===== src/rtl/jtopl_eg_mc.sv =====
// -----------------------------------------------------------------------------
// jtopl_eg_mc
// Time-multiplexed multi-slot ADSR envelope generator.
//
// An internal slot counter walks slots 0..SLOTS-1, one slot per cenop strobe.
// For the slot on 'slot' the register bank presents that slot's configuration.
// On the same clock edge the slot's phase, level and previous key-on are read,
// updated and written back, and the registered outputs (eg, eg_slot, pg_rst)
// are loaded for that slot.
//
// Strobe semantics: cenop is a qualifier, not a handshake. A cycle with
// cenop=1 consumes the configuration for 'slot' and advances everything.
// A cycle with cenop=0 changes nothing; all outputs hold.
//
// Ports:
//   clk, rst          clock, asynchronous active-low reset
//   cenop             operator-rate clock enable
//   eg_stop           freezes the global envelope counter
//   slot, zero        slot being served this cycle, high when slot==0
//   keyon..tl         per-slot configuration for 'slot'
//   eg, eg_slot       registered attenuation and the slot it belongs to
//   pg_rst            one-cycle phase-reset pulse for eg_slot (key-on edge)
//   dbg_phase         envelope phase written back for eg_slot
//                     (0=ATTACK 1=DECAY 2=SUSTAIN 3=RELEASE)
// -----------------------------------------------------------------------------
module jtopl_eg_mc #(
  parameter  int SLOTS = 18,
  parameter  int EGW   = 10,
  parameter  int CNTW  = 15,
  localparam int SW    = $clog2(SLOTS)
) (
  input  logic           clk,
  input  logic           rst,
  input  logic           cenop,
  input  logic           eg_stop,
  output logic [SW-1:0]  slot,
  output logic           zero,
  input  logic           keyon,
  input  logic           en_sus,
  input  logic [3:0]     arate,
  input  logic [3:0]     drate,
  input  logic [3:0]     rrate,
  input  logic [3:0]     sl,
  input  logic           ksr,
  input  logic [3:0]     keycode,
  input  logic [5:0]     tl,
  output logic [EGW-1:0] eg,
  output logic [SW-1:0]  eg_slot,
  output logic           pg_rst,
  output logic [1:0]     dbg_phase
);

  localparam logic [EGW-1:0] EG_MAX    = '1;
  localparam logic [SW-1:0]  SLOT_LAST = SW'(SLOTS - 1);

  typedef enum logic [1:0] {
    ATTACK  = 2'd0,
    DECAY   = 2'd1,
    SUSTAIN = 2'd2,
    RELEASE = 2'd3
  } phase_e;

  // Global state
  logic [SW-1:0]   slot_q, slot_d;
  logic [CNTW-1:0] cnt_q, cnt_d;

  // Per-slot state
  phase_e          phase_q [SLOTS];
  logic [EGW-1:0]  level_q [SLOTS];
  logic            kon_q   [SLOTS];
  phase_e          phase_d;
  logic [EGW-1:0]  level_d;
  logic            kon_d;

  // Registered outputs
  logic [EGW-1:0]  eg_q, eg_d;
  logic [SW-1:0]   eg_slot_q, eg_slot_d;
  logic            pg_rst_q, pg_rst_d;
  phase_e          dbg_phase_q;

  // Current slot read-out
  phase_e          cur_phase;
  logic [EGW-1:0]  cur_level;
  logic            cur_kon;

  assign cur_phase = phase_q[slot_q];
  assign cur_level = level_q[slot_q];
  assign cur_kon   = kon_q[slot_q];

  // Update datapath
  logic            key_edge;
  phase_e          phase_k;
  logic [3:0]      rate4;
  logic [3:0]      ks;
  logic [6:0]      rsum;
  logic [5:0]      rate;
  logic [3:0]      hi;
  logic [1:0]      amt_sh;
  logic            step;
  logic [EGW+3:0]  dec_base;
  logic [EGW+3:0]  dec;
  logic [EGW:0]    inc;
  logic            reached;
  logic [EGW:0]    tl_sc;
  logic [EGW:0]    eg_sum;

  // Total level scaled so that its 7-bit range maps onto the EGW-bit level.
  if (EGW >= 7) begin : g_tl_up
    assign tl_sc = (EGW+1)'(tl) << (EGW - 7);
  end else begin : g_tl_dn
    assign tl_sc = (EGW+1)'(tl >> (7 - EGW));
  end

  always_comb begin
    kon_d    = keyon;
    pg_rst_d = 1'b0;
    key_edge = 1'b0;
    phase_k  = cur_phase;

    // Key edges override the stored phase; later transitions in this same
    // visit are suppressed so the edge always wins.
    if (keyon && !cur_kon) begin
      phase_k  = ATTACK;
      pg_rst_d = 1'b1;
      key_edge = 1'b1;
    end else if (!keyon && cur_kon) begin
      phase_k  = RELEASE;
      key_edge = 1'b1;
    end

    case (phase_k)
      ATTACK:  rate4 = arate;
      DECAY:   rate4 = drate;
      RELEASE: rate4 = rrate;
      default: rate4 = 4'd0;
    endcase

    ks   = ksr ? keycode : {2'b00, keycode[3:2]};
    rsum = {1'b0, rate4, 2'b00} + {3'b000, ks};
    if (rate4 == 4'd0)      rate = 6'd0;
    else if (rsum > 7'd63)  rate = 6'd63;
    else                    rate = rsum[5:0];
    hi = rate[5:2];

    // Slow rates step when the low (12-hi) counter bits are all zero;
    // fast rates step on every visit with a power-of-two amount.
    step   = 1'b0;
    amt_sh = 2'd0;
    if (rate4 != 4'd0) begin
      if (hi < 4'd12) begin
        step = (cnt_q[11:0] & (12'hfff >> hi)) == 12'd0;
      end else begin
        step   = 1'b1;
        amt_sh = 2'(hi - 4'd12);
      end
    end

    dec_base = (EGW+4)'(cur_level >> 3) + (EGW+4)'(1);
    dec      = dec_base << amt_sh;
    inc      = {1'b0, cur_level} + ((EGW+1)'(1) << amt_sh);

    level_d = cur_level;
    phase_d = phase_k;
    reached = 1'b0;

    case (phase_k)
      ATTACK: begin
        if (rate4 != 4'd0) begin
          if (hi == 4'd15) begin
            level_d = '0;
          end else if (step) begin
            level_d = (dec >= {4'b0000, cur_level}) ? '0 : cur_level - dec[EGW-1:0];
          end
        end
        if (!key_edge && level_d == '0) phase_d = DECAY;
      end
      DECAY: begin
        if (step) level_d = inc[EGW] ? EG_MAX : inc[EGW-1:0];
        // sl==15 means the sustain point is full attenuation.
        reached = (sl == 4'd15) ? (level_d == EG_MAX)
                                : (level_d[EGW-1:EGW-4] >= sl);
        if (!key_edge && reached) phase_d = en_sus ? SUSTAIN : RELEASE;
      end
      RELEASE: begin
        if (step) level_d = inc[EGW] ? EG_MAX : inc[EGW-1:0];
      end
      default: ;
    endcase

    eg_sum    = {1'b0, level_d} + tl_sc;
    eg_d      = eg_sum[EGW] ? EG_MAX : eg_sum[EGW-1:0];
    eg_slot_d = slot_q;

    slot_d = (slot_q == SLOT_LAST) ? '0 : slot_q + SW'(1);
    cnt_d  = cnt_q;
    if (slot_q == SLOT_LAST && !eg_stop) cnt_d = cnt_q + CNTW'(1);
  end

  always_ff @(posedge clk or negedge rst) begin
    if (!rst) begin
      slot_q      <= '0;
      cnt_q       <= '0;
      eg_q        <= EG_MAX;
      eg_slot_q   <= '0;
      pg_rst_q    <= 1'b0;
      dbg_phase_q <= RELEASE;
      for (int i = 0; i < SLOTS; i++) begin
        phase_q[i] <= RELEASE;
        level_q[i] <= EG_MAX;
        kon_q[i]   <= 1'b0;
      end
    end else if (cenop) begin
      slot_q          <= slot_d;
      cnt_q           <= cnt_d;
      eg_q            <= eg_d;
      eg_slot_q       <= eg_slot_d;
      pg_rst_q        <= pg_rst_d;
      dbg_phase_q     <= phase_d;
      phase_q[slot_q] <= phase_d;
      level_q[slot_q] <= level_d;
      kon_q[slot_q]   <= kon_d;
    end
  end

  assign slot      = slot_q;
  assign zero      = (slot_q == '0);
  assign eg        = eg_q;
  assign eg_slot   = eg_slot_q;
  assign pg_rst    = pg_rst_q;
  assign dbg_phase = dbg_phase_q;

endmodule


===== config.mk =====
export PLATFORM = sky130hd
export DESIGN_NAME = jtopl_eg_mc
export DESIGN_NICKNAME = d
export VERILOG_FILES = /design/src/rtl/jtopl_eg_mc.sv
export SDC_FILE = /design/constraint.sdc
export NUM_CORES = 1
export LEC_CHECK = 0
export ABC_AREA = 1
export BUFFER_PORTS_ARGS = -buffer_cell sky130_fd_sc_hd__buf_2
export CORE_MARGIN = 2
export CORE_UTILIZATION = 55
export CTS_BUF_LIST = sky130_fd_sc_hd__clkbuf_8
export DETAILED_ROUTE_END_ITERATION = 16
export MAX_ROUTING_LAYER = met4
export PLACE_DENSITY = 0.82
export SYNTH_ARGS = -nofsm -noshare
export SYNTH_HDL_FRONTEND = slang
export SYNTH_SLANG_ARGS = --single-unit

===== constraint.sdc =====
create_clock -name clk -period 14.4 [get_ports clk]
set_clock_uncertainty 0.15 [all_clocks]
set_input_delay 3.6 -clock clk [delete_from_list [all_inputs] [get_ports clk]]
set_output_delay 3.6 -clock clk [all_outputs]
set_load 0.01 [all_outputs]

==> flow_summary.yaml <==
clock_network:
  htreeDepth: 2
  root_buffer: "clkbuf_8"
  cts_tree: "done"
  clock_latency_ns: 0.58
  cts_sinks: 269
  post_cts_resized: 0
  hold_buffers: 0
  path_clk_slew_ns: 0.06
  clockBufferDepth: 3
  post_cts_buffers: 0
  numCtsBuffers: 44
status:
  status: "finished, final reports clean"
synth:
  seq_area_frac_synth: 0.469
  syn_area_per_cell_um2: 7.78
  synth-main-ff-cell: "dfstp_2"
  synth_edf_count: 0
  yosysWarnings: 0
  synth_seq_cells: 269
  synth_cell_types: 50
  syn_area_um2: 15000
  syn_nets: 2004
  netlist_instances: 1924
  ys_async_sr_fraction: 1.00
floorplanning:
  pin_count: 57
  start_util: 0.558
  die_h_um: 169
  die_w_um: 169
  rows: 60
  die_area_um2: 28500
  core_area_um2: 26800
critical_path:
  r2r_cells: 53
  setup.worst_path.end: "eg[7]$_DFFE_PN1P_"
  cpMostUsedCell: "nand2_1"
  crit_path_start_kind: "primary input"
  crit_path_top_delay_cell: "nor2_1"
  worstPathRequired_ns: 14.72
  critPathKind: "primary input to flop"
  crit_start: "keyon"
  r2r_end: "eg[7]$_DFFE_PN1P_"
  r2r-start: "slot[0]$_DFFE_PN0P_"
  arrival_ns: 11.63
  worst-path-max-fanout: 19
  reg2reg_slack_ns: 3.58
  crit_path_max_incr_delay_ns: 0.57
  cp-end-kind: "flop"
sta:
  fmax_ghz: 0.0884
  post-route-period-util: 0.785
  hold_ws_ns: 0.315
  max_slew_margin: 0.220
  worst_pin_slew_ns: 1.16
  final-setup-viol-count: 0
  finalSetupTns_ns: 0
  rsz0062_at_grt: "no"
  period_needed_ns: 11.31
  final_hold_viol_count: 0
  slew_viol_final: 0
  setup_slack_ns: 3.09
drt:
  drt-initial-drc-count: 1364
  ant_nets: 0
  drt-pass1-iter-count: 6
  wirelength_um: 38500
  num_vias: 13000
  via_per_inst: 5.63
  drc: 0
  wl_per_cell_um: 16.6
final_layout:
  drive_gt1_frac: 0.210
  final_cell_mix: "528 x nand2_1, 302 x o21ai_0, 228 x dfstp_2"
  ff_latch_area_um2: 7020
  fin_util: 0.607
  fillers: 2302
  area.growth.synth_to_final_pct: 8.68
  layout_commonest_cell: "nand2_1"
  finish.net_count: 2022
  antenna_cells: 0
  multi_input_area_um2: 6840
global_routing:
  grt_max_degree: 121
  grt_pass1_wl_um: 63000
  grt_overflow: 0
  grt.busiest_layer: "met2"
  use_met1: 0.377
  grt_antenna_before_repair: 0
  grt_pass1_vias: 12500
  use_met3: 0.0372
  track_usage: 0.282
  use_met2: 0.442
flow_run:
  timing.max_cap.violations: 0
placed_design:
  dp_worst_setup_slack_ns: 2.69
  portBuffers: 54
  dpl.hpwl_um: 25600
  globalplace.congestion: 0.936
worst_hold_path:
  min_path_type: "flop to flop"
layer usage:
layer / wire, um / vias up
li1: - / 6299
met1: 16700 / 6223
met2: 17900 / 437
met3: 2590 / 90
met4: 1340 / 0
met5: 0 / -
area by class of cell:
type,count,share of cell area
inverters,179,0.0414
flip-flops and latches,269,0.432
multi-input cells,1376,0.421
clock inverters,24,0.00708
well taps,341,0.0262
repair buffers,72,0.0255
clock buffers,56,0.0474
Yosys cell counts, types with 13 or more instances:
cell | instances | area share
a21oi_1 | 77 | 0.026
buf_2 | 21 | 0.0070
clkbuf_1 | 68 | 0.017
dfrtp_1 | 41 | 0.069
dfstp_2 | 228 | 0.40
ha_1 | 43 | 0.036
inv_1 | 166 | 0.042
nand2_1 | 528 | 0.13
nand3_1 | 66 | 0.022
nand4_1 | 13 | 0.0054
nor2_1 | 157 | 0.039
o21ai_0 | 302 | 0.10
o21ai_1 | 31 | 0.010
o22ai_1 | 27 | 0.011
xor2_1 | 18 | 0.011
per-stage QoR:
| step | instance area (um2) | cells |
|---|---|---|
| final | 16300 | 2317 |
| after global placement | 15400 | 2237 |
| after global routing | 16300 | 2317 |
| after detailed placement | 15400 | 2237 |
| after floorplan | 15000 | 1924 |
| after CTS | 16300 | 2317 |
worst max-delay path, delay by kind of cell:
| family | cells | cell delay [ns] |
|---|---|---|
| buf+inv | 7 | 1.26 |
| compound gates | 12 | 1.94 |
| simple gates | 22 | 3.21 |
| fa+ha+maj | 5 | 1.59 |
registers in the layout (all words and copies together) (netlist names), 2 cells and up:
name and count:
dbg_phase 2, cnt_q 12, phase_q 36, eg_slot 5
level_q 180, kon_q 18, eg 10, slot 5
cell families after synthesis:
kind of cell,Yosys count,share of synthesized area
flip-flops,269,0.469
AND/OR/NAND/NOR,820,0.228
AO/OA/AOI/OAI,482,0.172
XOR/XNOR,27,0.0158
buffers and inverters,279,0.0740
adder cells (fa/ha/maj),47,0.0413
how the worst min path moves through the flow:
stage / from / endpoint / slack, ns / depth (start not counted)
5_1_grt: level_q[99]$_DFFE_PN1P_ / level_q[99]$_DFFE_PN1P_ / 0.32 / 2
3_5_place_dp: eg_slot[0]$_DFFE_PN0P_ / eg_slot[0]$_DFFE_PN0P_ / 0.30 / 2
4_1_cts: level_q[99]$_DFFE_PN1P_ / level_q[99]$_DFFE_PN1P_ / 0.32 / 2
6_report: eg_slot[0]$_DFFE_PN0P_ / eg_slot[0]$_DFFE_PN0P_ / 0.31 / 2
2_1_floorplan: cnt_q[11]$_DFFE_PN0P_ / cnt_q[11]$_DFFE_PN0P_ / 0.30 / 1
3_3_place_gp: eg_slot[0]$_DFFE_PN0P_ / eg_slot[0]$_DFFE_PN0P_ / 0.30 / 2
Power is not shown: default switching activity piles up to over one toggle a cycle in this logic, so the estimate is an artifact.
